### config.mk
export PLATFORM = sky130hd
export DESIGN_NAME = bidir_shift_engine
export DESIGN_NICKNAME = d
export VERILOG_FILES = /design/src/rtl/shift_pkg.sv /design/src/rtl/universal_shift_core.sv /design/src/rtl/bidir_shift_engine.sv
export SDC_FILE = /design/constraint.sdc
export NUM_CORES = 1
export LEC_CHECK = 0
export CORE_MARGIN = 10
export CORE_UTILIZATION = 25
export DETAILED_ROUTE_END_ITERATION = 10
export PLACE_DENSITY = 0.55
export SYNTH_ARGS = -nofsm -noshare
export SYNTH_HDL_FRONTEND = slang
export SYNTH_HIERARCHICAL = 1
export SYNTH_SLANG_ARGS = --single-unit
### constraint.sdc
create_clock -name clk -period 1.6 [get_ports clk]
set_input_delay 0.24 -clock clk [delete_from_list [all_inputs] [get_ports clk]]
set_output_delay 0.24 -clock clk [all_outputs]
set_load 0.02 [all_outputs]
### src/rtl/shift_pkg.sv
// Shared types and constants for the bidirectional shift engine.
// The engine FSM states and the shift core mode encoding live here.
package shift_pkg;

  typedef enum logic [1:0] {
    IDLE,
    SHIFT,
    DONE
  } state_t;

  typedef enum logic [1:0] {
    MODE_HOLD,
    MODE_LOAD,
    MODE_LEFT,
    MODE_RIGHT
  } mode_t;

  localparam logic DIR_RIGHT = 1'b0;
  localparam logic DIR_LEFT  = 1'b1;

endpackage

### src/rtl/universal_shift_core.sv
// WIDTH-bit universal shift register: hold, parallel load, shift left or shift right.
// A serial bit enters at the vacated end on every shift.
module universal_shift_core #(
  parameter int WIDTH = 8
) (
  input  logic             clk,
  input  logic             rst,
  input  logic [1:0]       mode,
  input  logic [WIDTH-1:0] par_in,
  input  logic             ser_in,
  output logic [WIDTH-1:0] q
);
  import shift_pkg::*;

  always_ff @(posedge clk or posedge rst) begin
    if (rst) begin
      q <= '0;
    end else begin
      case (mode_t'(mode))
        MODE_LOAD:  q <= par_in;
        MODE_LEFT:  q <= {q[WIDTH-2:0], ser_in};
        MODE_RIGHT: q <= {ser_in, q[WIDTH-1:1]};
        default:    q <= q;
      endcase
    end
  end

endmodule

### src/rtl/bidir_shift_engine.sv
// Bidirectional parallel/serial shift engine: accepts a word over valid/ready,
// shifts it out MSB- or LSB-first while capturing ser_in, then strobes the received word.
module bidir_shift_engine #(
  parameter int WIDTH = 8
) (
  input  logic             clk,
  input  logic             rst,
  input  logic             load_valid,
  output logic             load_ready,
  input  logic [WIDTH-1:0] load_data,
  input  logic             load_dir,
  input  logic             shift_en,
  input  logic             ser_in,
  output logic             ser_out,
  output logic             busy,
  output logic [WIDTH-1:0] rx_data,
  output logic             rx_valid
);
  import shift_pkg::*;

  localparam int CNT_W = $clog2(WIDTH + 1);

  state_t           state;
  logic [CNT_W-1:0] cnt;
  logic             dir;
  logic [WIDTH-1:0] shift_reg;
  logic [WIDTH-1:0] shifted;
  mode_t            mode;
  logic             accept;
  logic             step;

  universal_shift_core #(
    .WIDTH (WIDTH)
  ) u_core (
    .clk    (clk),
    .rst    (rst),
    .mode   (mode),
    .par_in (load_data),
    .ser_in (ser_in),
    .q      (shift_reg)
  );

  // Handshake and datapath steering; outputs decode directly from registered state.
  always_comb begin
    load_ready = !rst && (state != SHIFT);
    accept     = load_valid && load_ready;
    step       = (state == SHIFT) && shift_en;
    busy       = (state == SHIFT);
    rx_valid   = (state == DONE);
    ser_out    = 1'b0;
    if (state == SHIFT) begin
      ser_out = (dir == DIR_LEFT) ? shift_reg[WIDTH-1] : shift_reg[0];
    end
    mode = MODE_HOLD;
    if (accept) begin
      mode = MODE_LOAD;
    end else if (step) begin
      mode = (dir == DIR_LEFT) ? MODE_LEFT : MODE_RIGHT;
    end
    // The value the core takes on this edge, so rx_data is ready in the DONE cycle.
    shifted = (dir == DIR_LEFT) ? {shift_reg[WIDTH-2:0], ser_in}
                                : {ser_in, shift_reg[WIDTH-1:1]};
  end

  always_ff @(posedge clk or posedge rst) begin
    if (rst) begin
      state   <= IDLE;
      cnt     <= '0;
      dir     <= DIR_RIGHT;
      rx_data <= '0;
    end else begin
      case (state)
        IDLE: begin
          if (accept) begin
            dir   <= load_dir;
            cnt   <= CNT_W'(WIDTH);
            state <= SHIFT;
          end
        end
        SHIFT: begin
          if (shift_en) begin
            cnt <= cnt - 1'b1;
            if (cnt == CNT_W'(1)) begin
              rx_data <= shifted;
              state   <= DONE;
            end
          end
        end
        DONE: begin
          if (accept) begin
            dir   <= load_dir;
            cnt   <= CNT_W'(WIDTH);
            state <= SHIFT;
          end else begin
            state <= IDLE;
          end
        end
        default: state <= IDLE;
      endcase
    end
  end

endmodule

==> impl_results.md, run 1 <==
- Row count: 25
- Die Ht: between 80 and 90 microns
- Mean Syn Cell Area: 12.5 sq um
- DRC Markers: 0
- Hold_buf cts: 0
- Pwr dens: 2000 nW/um^2
- Fill cell count: around 470
- Syn nets: ~110
- Setup violators final: 0
- Dpl cells: about 180
- TritonCTS buffer count: 3
- Initial antenna violation count: 0
- R2R Setup Slk: 0.02 ns
- Drt total wl: 3070 microns
- Max Fanout on Critical Path: 6
- Global routing usage on met3: 2.73%
- Post-route minimum period: approximately 1.6 ns
- First-pass GRT wire length: roughly 5000 microns
- Die X: between 80 and 90 microns
- Syn. warnings: 6
- Most used routing layer: met2
- Die ar.: between 7000 and 8000 sq um
- IO Port Bufs: 25
- Core Area: between 4000 and 5000 sq um
- Wirelength per Cell: 16.2 microns
- Vias in the first global route: between 900 and 1k
- Initial DRT Pass Iterations: 4
- Final Non-Filler Cells: 190
- FF/Latch Area: between 500 and 600 sq um
- Area delta synth->final: 39.1%
- Mapped Area: roughly 1200 sq um
- GPL Wtd Cong: between 0.7 and 0.8
- Internal power: about 2.0 mW
- # diodes: 0
- Fin. Hold Viols: 0
- CP endpoint kind: register
- Clk sinks: 23
- Crit Path Class: register to register
- NetSw: roughly 1.3 mW
- Status: completed
- R2R Path End: u_core/q[6]
- Final period util: 98.9%
- Met1 Use GR: ~10%
- CTS max path bufs: 2
- Largest net degree at the start of global routing: 19
- Insertion delay to the later sink of the worst-skew pair: between 0.2 and 0.3 ns
- Final #Nets: ~150
- # IOs: 26
- TritonCTS clock tree: built
- HPWL Detailed: roughly 2400 microns
- Place WS: -0.251 ns
- GR Util met2: a little under an eighth
- Rel. slew slack: between 70% and 80%
- Vias post-DR: roughly 940
- Sequential share of power: between 30 and 40%
- VDD IR max: roughly 0.53 mV
- Area of the multi-input gates: 572 sq um
- Max Freq: 632 MHz
- R2R Path Start: state[1]
- Gate power share: a little over half
- Detail Route Antenna Nets: 0
- Register area share after synthesis: 48.1%
- #FFs+latches synth: 23
- Congestion Overflow GR: 0
- Critical path data required time: ~1.8 ns
- Clock root buffer: clkbuf_8
- Vias per cell: 4.93
- Hold WS: between 0.3 and 0.4 ns
- Worst EP arrival: approximately 1.7 ns
- GR Util All Layers: about 8.1%
- RSZ-0062 raised after global routing: true
- Net Sw Frac: approximately two fifths
- Final setup margin: 0.0171 ns
- Setup Skew: 0.00263 ns
- Pins over their slew limit: 0
- Leak pwr: 0.720 nW
- Critical path launch point type: register
- Unique cell type count in the Yosys netlist: 27
- Share of layout cells above drive strength 1: approximately 28%
- Max cap viols: 0
- Clock share of power: between 10 and 15%
- Clk slew on worst S/H paths: approximately 0.080 ns
- Worst min path class: input pin to asynchronous set/reset pin
- CTS H-tree depth: 1
- 1st-iter DRT viols: 54
- Reg2reg path depth: 5
- Gate Count Post-Synth: between 90 and 100
- Worst slew pin tran: roughly 0.34 ns
- Starting Density: between 20% and 30%
[flip-flops by register name (all words and copies together) (netlist names)]
name      count
cnt           4
rx_data       8
state         2
dir           1
u_core/q      8
[cells by family after synthesis]
| family | share of synthesized area [%] |
|---|---|
| adders and majority gates | 2.09 |
| and+or+nand+nor | 7.52 |
| AOI/OAI and AO/OA | 11.7 |
| xor gates and xnor gates | 0.732 |
| DFF | 48.1 |
| buffers and inverters | 6.48 |
| muxes | 23.4 |
[layout by cell type, fill, tap and decap left out]
| master | n |
|---|---|
| inv_2 | 2 |
| clkdlybuf4s50_1 | 21 |
| clkbuf_8 | 3 |
| nor4bb_4 | 1 |
| buf_6 | 1 |
| buf_12 | 1 |
| nor3_1 | 1 |
| a31o_1 | 1 |
| o41ai_1 | 1 |
| nand3_1 | 1 |
| o21ai_1 | 3 |
| nor3b_2 | 1 |
| dfrtp_1 | 23 |
| clkbuf_2 | 2 |
| ha_1 | 2 |
| buf_2 | 2 |
| o2bb2ai_1 | 1 |
| dlygate4sd2_1 | 1 |
| inv_4 | 1 |
| nor2_1 | 3 |
| xor2_1 | 1 |
| a31oi_1 | 8 |
| clkinv_2 | 1 |
| mux2i_1 | 10 |
| nor3b_1 | 1 |
| mux4_2 | 8 |
| or3b_1 | 1 |
| nand3b_1 | 1 |
| nand2b_4 | 1 |
| inv_1 | 4 |
| a22o_1 | 1 |
| a21oi_1 | 8 |
| nor2b_1 | 1 |
| nand2_1 | 4 |
| buf_4 | 14 |
[metrics by stage]
step                      util, %  setup TNS [ns]  area, sq um  power, mW
after floorplan                 -               0         1210       2.25
after global placement       34.2           -1.78         1600       2.90
after detailed placement     34.2           -1.85         1600       2.98
after CTS                    35.3        -0.00547         1650       3.35
after global routing         35.5          -0.117         1670       3.59
final                        35.5               0         1670       3.33
[how the worst max path moves through the flow]
| stage | start | to | cells after the start |
|---|---|---|---|
| 2_1_floorplan | dir | u_core/q[1] | 5 |
| 3_3_place_gp | shift_en | u_core/q[2] | 5 |
| 3_5_place_dp | shift_en | u_core/q[6] | 5 |
| 4_1_cts | state[1] | u_core/q[6] | 5 |
| 5_1_grt | state[1] | u_core/q[6] | 5 |
| 6_report | state[1] | u_core/q[6] | 5 |
[final cells by class]
class                      instances  area share (%)
clock buffer                       3            2.48
clock inverter                     1           0.301
inverter                           7            1.73
multi-input combinational         60            34.3
sequential                        23            34.6
tap                               54            4.06
timing repair buffer              42            22.5
[repair_timing]
item | in CTS | in global routing
resized for setup | 9 | 8
setup endpoints to repair | 10 | 19
pin swaps | 2 | 1
buffers inserted | 0 | 1
gates cloned | 0 | 1
[layer usage]
metal  wire, microns  up-vias  part of all wire, %
met5               0        -                    0
met4              59        0                  1.9
met3             275        4                  9.0
met2            1360       31                   44
met1            1380      456                   45
li1                -      445                    -
[Yosys cell counts, drive strengths merged]
cell     instances  area share, %
inv              7            2.2
a21oi            8            3.3
nor3b            2            1.3
o21ai            3            1.3
o41ai            1           0.73
a22o             1           0.73
nand3b           1           0.63
nor2b            1           0.52
dfrtp           23             48
o2bb2ai          1           0.73
a31o             1           0.73
mux2i           10            8.4
mux4             8             15
ha               2            2.1
nand2            4            1.3
nand3            1           0.42
nor3             1           0.42
or3b             1           0.73
nand2b           1           0.52
nor2             3           0.94
a31oi            8            4.2
nor4bb           1           0.84
xor2             1           0.73
buf              6            4.3
[worst max-delay path, stage by stage (launching register included)]
cell and delay, ns:
dfrtp_1 0.39, nand2b_4 0.16, nor3b_2 0.14, a31o_1 0.16, buf_12 0.13, mux4_2 0.48
[power by group through the flow]
stage	Clock [mW]	Combinational [mW]	Sequential, mW
floorplan	0	1.03	1.22
global placement	0	1.75	1.15
detailed placement	0	1.80	1.19
CTS	0.383	1.78	1.18
global route	0.411	1.94	1.24
finish	0.370	1.77	1.19
Note: power is estimated with default switching activity, not from simulation.
==> run 2, diff against run 1 <==
- PLACE_DENSITY: 0.55 -> not set
- PLACE_DENSITY_LB_ADDON: not set -> 0.25
==> run 2 against run 1 <==
Against the previous run:
- design area grew 0.23%
- largest power group unchanged
- wire length grew 7.2%
- critical endpoint is now u_core/q[1]
- flip-flop and latch count is the same
- clock skew is essentially flat
- die area is the same
- combinational power grew 3%
- core utilization grew 0.080 points
- count of clock-buffer cells in the layout grew 1
- power grew 1.6%
- worst setup slack gained 0.022 ns
- non-clock buffer count shrank 1
- cell count shrank 0.53%
==> impl_results.md, run 2 (synthesized netlist as in run 1, its figures left out) <==
- Status: completed (unchanged)
- DRC Markers: 0 (unchanged)
- Rel. slew slack: 78.2% (was 77.1%)
- RSZ-0062 raised after global routing: true (unchanged)
- Top Registers: rx_data (8), u_core/q (8), cnt (4) (unchanged)
- Area after DPL: 1600 sq um (unchanged)
- # IOs: 26 (unchanged)
- Drt total wl: 3290 microns (was 3070 microns)
- Gate power share: 53.7% (was 53.2%)
- Initial antenna violation count: 0 (unchanged)
- Clock share of power: 10.8% (was 11.1%)
- Vias post-DR: 912 (was 936)
- VDD IR max: 0.963 mV (was 0.528 mV)
- Fin. Hold Viols: 0 (unchanged)
- Worst slew pin tran: 0.326 ns (was 0.340 ns)
- Net Sw Frac: 40.3% (was 39.6%)
- Most frequent cells in the layout: dfrtp_1, clkdlybuf4s50_1, buf_4 (unchanged)
- Setup violators final: 0 (unchanged)
- Initial DRT Pass Iterations: 4 (unchanged)
- Clock root buffer: clkbuf_8 (unchanged)
- Final cell area excluding filler cells: 1670 sq um (about the same)
- Vias per cell: 4.83 (was 4.93)
- Most common cell after layout, fill and taps aside: dfrtp_1 (unchanged)
- Critical path data required time: 1.74 ns (was 1.75 ns)
- Detail Route Antenna Nets: 0 (unchanged)
- Worst min path class: input pin to asynchronous set/reset pin (unchanged)
- End of the critical path: u_core/q[1] (was u_core/q[6])
- Sequential share of power: 35.4% (was 35.7%)
- Clk slew on worst S/H paths: 0.08 ns (about the same)
- # diodes: 0 (unchanged)
- HPWL Detailed: 2450 microns (was 2350 microns)
- CP endpoint kind: register (unchanged)
- CTS H-tree depth: 1 (unchanged)
- Area delta synth->final: 39.4% (was 39.1%)
- Post-route minimum period: 1.56 ns (was 1.58 ns)
- FF/Latch Area: 576 sq um (unchanged)
- CTS max path bufs: 2 (unchanged)
- Fill cell count: 488 (was 467)
- Die X: 89.2 microns (unchanged)
- Starting Density: 25.5% (unchanged)
- Max Fanout on Critical Path: 5 (was 6)
- Critical path launch point type: register (unchanged)
- NetSw: 1.36 mW (was 1.32 mW)
- Vias in the first global route: 992 (was 985)
- Hold_buf cts: 0 (unchanged)
- Internal power: 2.02 mW (was 2.01 mW)
- Final Power: 3.39 mW (was 3.33 mW)
- Crit Path Class: register to register (unchanged)
- GPL Wtd Cong: 0.768 (was 0.797)
- Share of layout cells above drive strength 1: 26.7% (was 27.9%)
- Final #Nets: 152 (was 153)
- Worst EP arrival: 1.70 ns (was 1.73 ns)
- Setup Skew: 0.00258 ns (was 0.00263 ns)
- IO Port Bufs: 25 (unchanged)
- R2R Setup Slk: 0.04 ns (was 0.02 ns)
- Max Freq: 641 MHz (was 632 MHz)
- Dpl cells: 184 (unchanged)
- TritonCTS clock tree: built (unchanged)
- Largest net degree at the start of global routing: 19 (unchanged)
- Core Area: 4690 sq um (unchanged)
- Row count: 25 (unchanged)
- Pins over their slew limit: 0 (unchanged)
- Wirelength per Cell: 17.4 microns (was 16.2 microns)
- Area of the multi-input gates: 581 sq um (was 572 sq um)
- TritonCTS buffer count: 3 (unchanged)
- Final period util: 97.6% (was 98.9%)
- R2R Path Start: state[1] (unchanged)
- Congestion Overflow GR: 0 (unchanged)
- First-pass GRT wire length: 5360 microns (was 5020 microns)
- GR Util All Layers: 8.80% (was 8.07%)
- 1st-iter DRT viols: 46 (was 54)
- Pwr dens: 2030 nW/um^2 (was 2000 nW/um^2)
- Leak pwr: 0.715 nW (was 0.720 nW)
- Die Ht: 89.2 microns (unchanged)
- Die ar.: 7960 sq um (unchanged)
- Final Non-Filler Cells: 189 (was 190)
- Clk sinks: 23 (unchanged)
- Insertion delay to the later sink of the worst-skew pair: 0.26 ns (was 0.27 ns)
- Worst Setup SP: state[1] (unchanged)
- Reg2reg path depth: 4 (was 5)
- R2R Path End: u_core/q[1] (was u_core/q[6])
- Max cap viols: 0 (unchanged)
[run 2: cell types whose count changed in the layout (fill, tap and decap cells not counted)]
cell             delta
a31o_1              -1
buf_6               +3
clkbuf_1            +1
clkinv_2            -1
buf_2               -1
clkdlybuf4s15_1     +1
buf_4               -3
a31o_4              +1
buf_12              -1
[run 2: layout make-up]
type	instances	area share, %
timing repair buffer	41	22.3
sequential	23	34.5
multi-input combinational	60	34.8
clock buffer	4	2.70
tap	54	4.05
inverter	7	1.72
[run 2: worst max-delay path, stage by stage, from the launching register on]
cell,delay (ns)
dfrtp_1,0.39
nand2b_4,0.17
nor3b_2,0.18
a31o_4,0.18
mux4_2,0.52
[run 2: worst min path at each step]
stage / from / end / slack (ns) / depth (start not counted)
2_1_floorplan: rst / u_core/q[0] / 0.06 / 1
3_3_place_gp: cnt[3] / cnt[3] / 0.50 / 1
3_5_place_dp: cnt[3] / cnt[3] / 0.51 / 1
4_1_cts: rst / dir / 0.39 / 3
5_1_grt: rst / cnt[0] / 0.44 / 3
6_report: rst / cnt[0] / 0.40 / 3
[run 2: through the flow]
| stage | worst slack, ns | utilization [%] | hold WS (ns) | setup TNS, ns |
|---|---|---|---|---|
| final | 0.0387 | 35.6 | 0.404 | 0 |
| after global placement | -0.249 | 34.2 | 0.496 | -1.86 |
| after CTS | -0.0154 | 35.3 | 0.390 | -0.0244 |
| after global routing | -0.0206 | 35.6 | 0.439 | -0.0306 |
| after detailed placement | -0.267 | 34.2 | 0.508 | -1.93 |
| after floorplan | 0.00200 | - | 0.0557 | 0 |
[run 2: routing by layer]
layer	global-route usage, %	vias up	routed length, microns
li1	-	436	-
met4	1.73	0	16
met1	11.5	449	1560
met2	12.7	25	1440
met3	4.38	2	273
met5	0	-	0
[run 2: power groups by stage]
stage	combinational [mW]	clock (mW)	sequential, mW
after CTS	1.82	0.381	1.19
after detailed placement	1.83	0	1.19
after global placement	1.80	0	1.17
after floorplan	1.03	0	1.22
final	1.82	0.367	1.20
after global routing	2.00	0.407	1.25
[run 2: timing repair]
| action | 4_1_cts | 5_1_grt |
|---|---|---|
| resized for setup | 8 | 11 |
| endpoints found under the setup margin | 12 | 20 |
| pin swaps | 1 | 1 |
| cloned | 0 | 1 |
| buffers inserted | 0 | 1 |
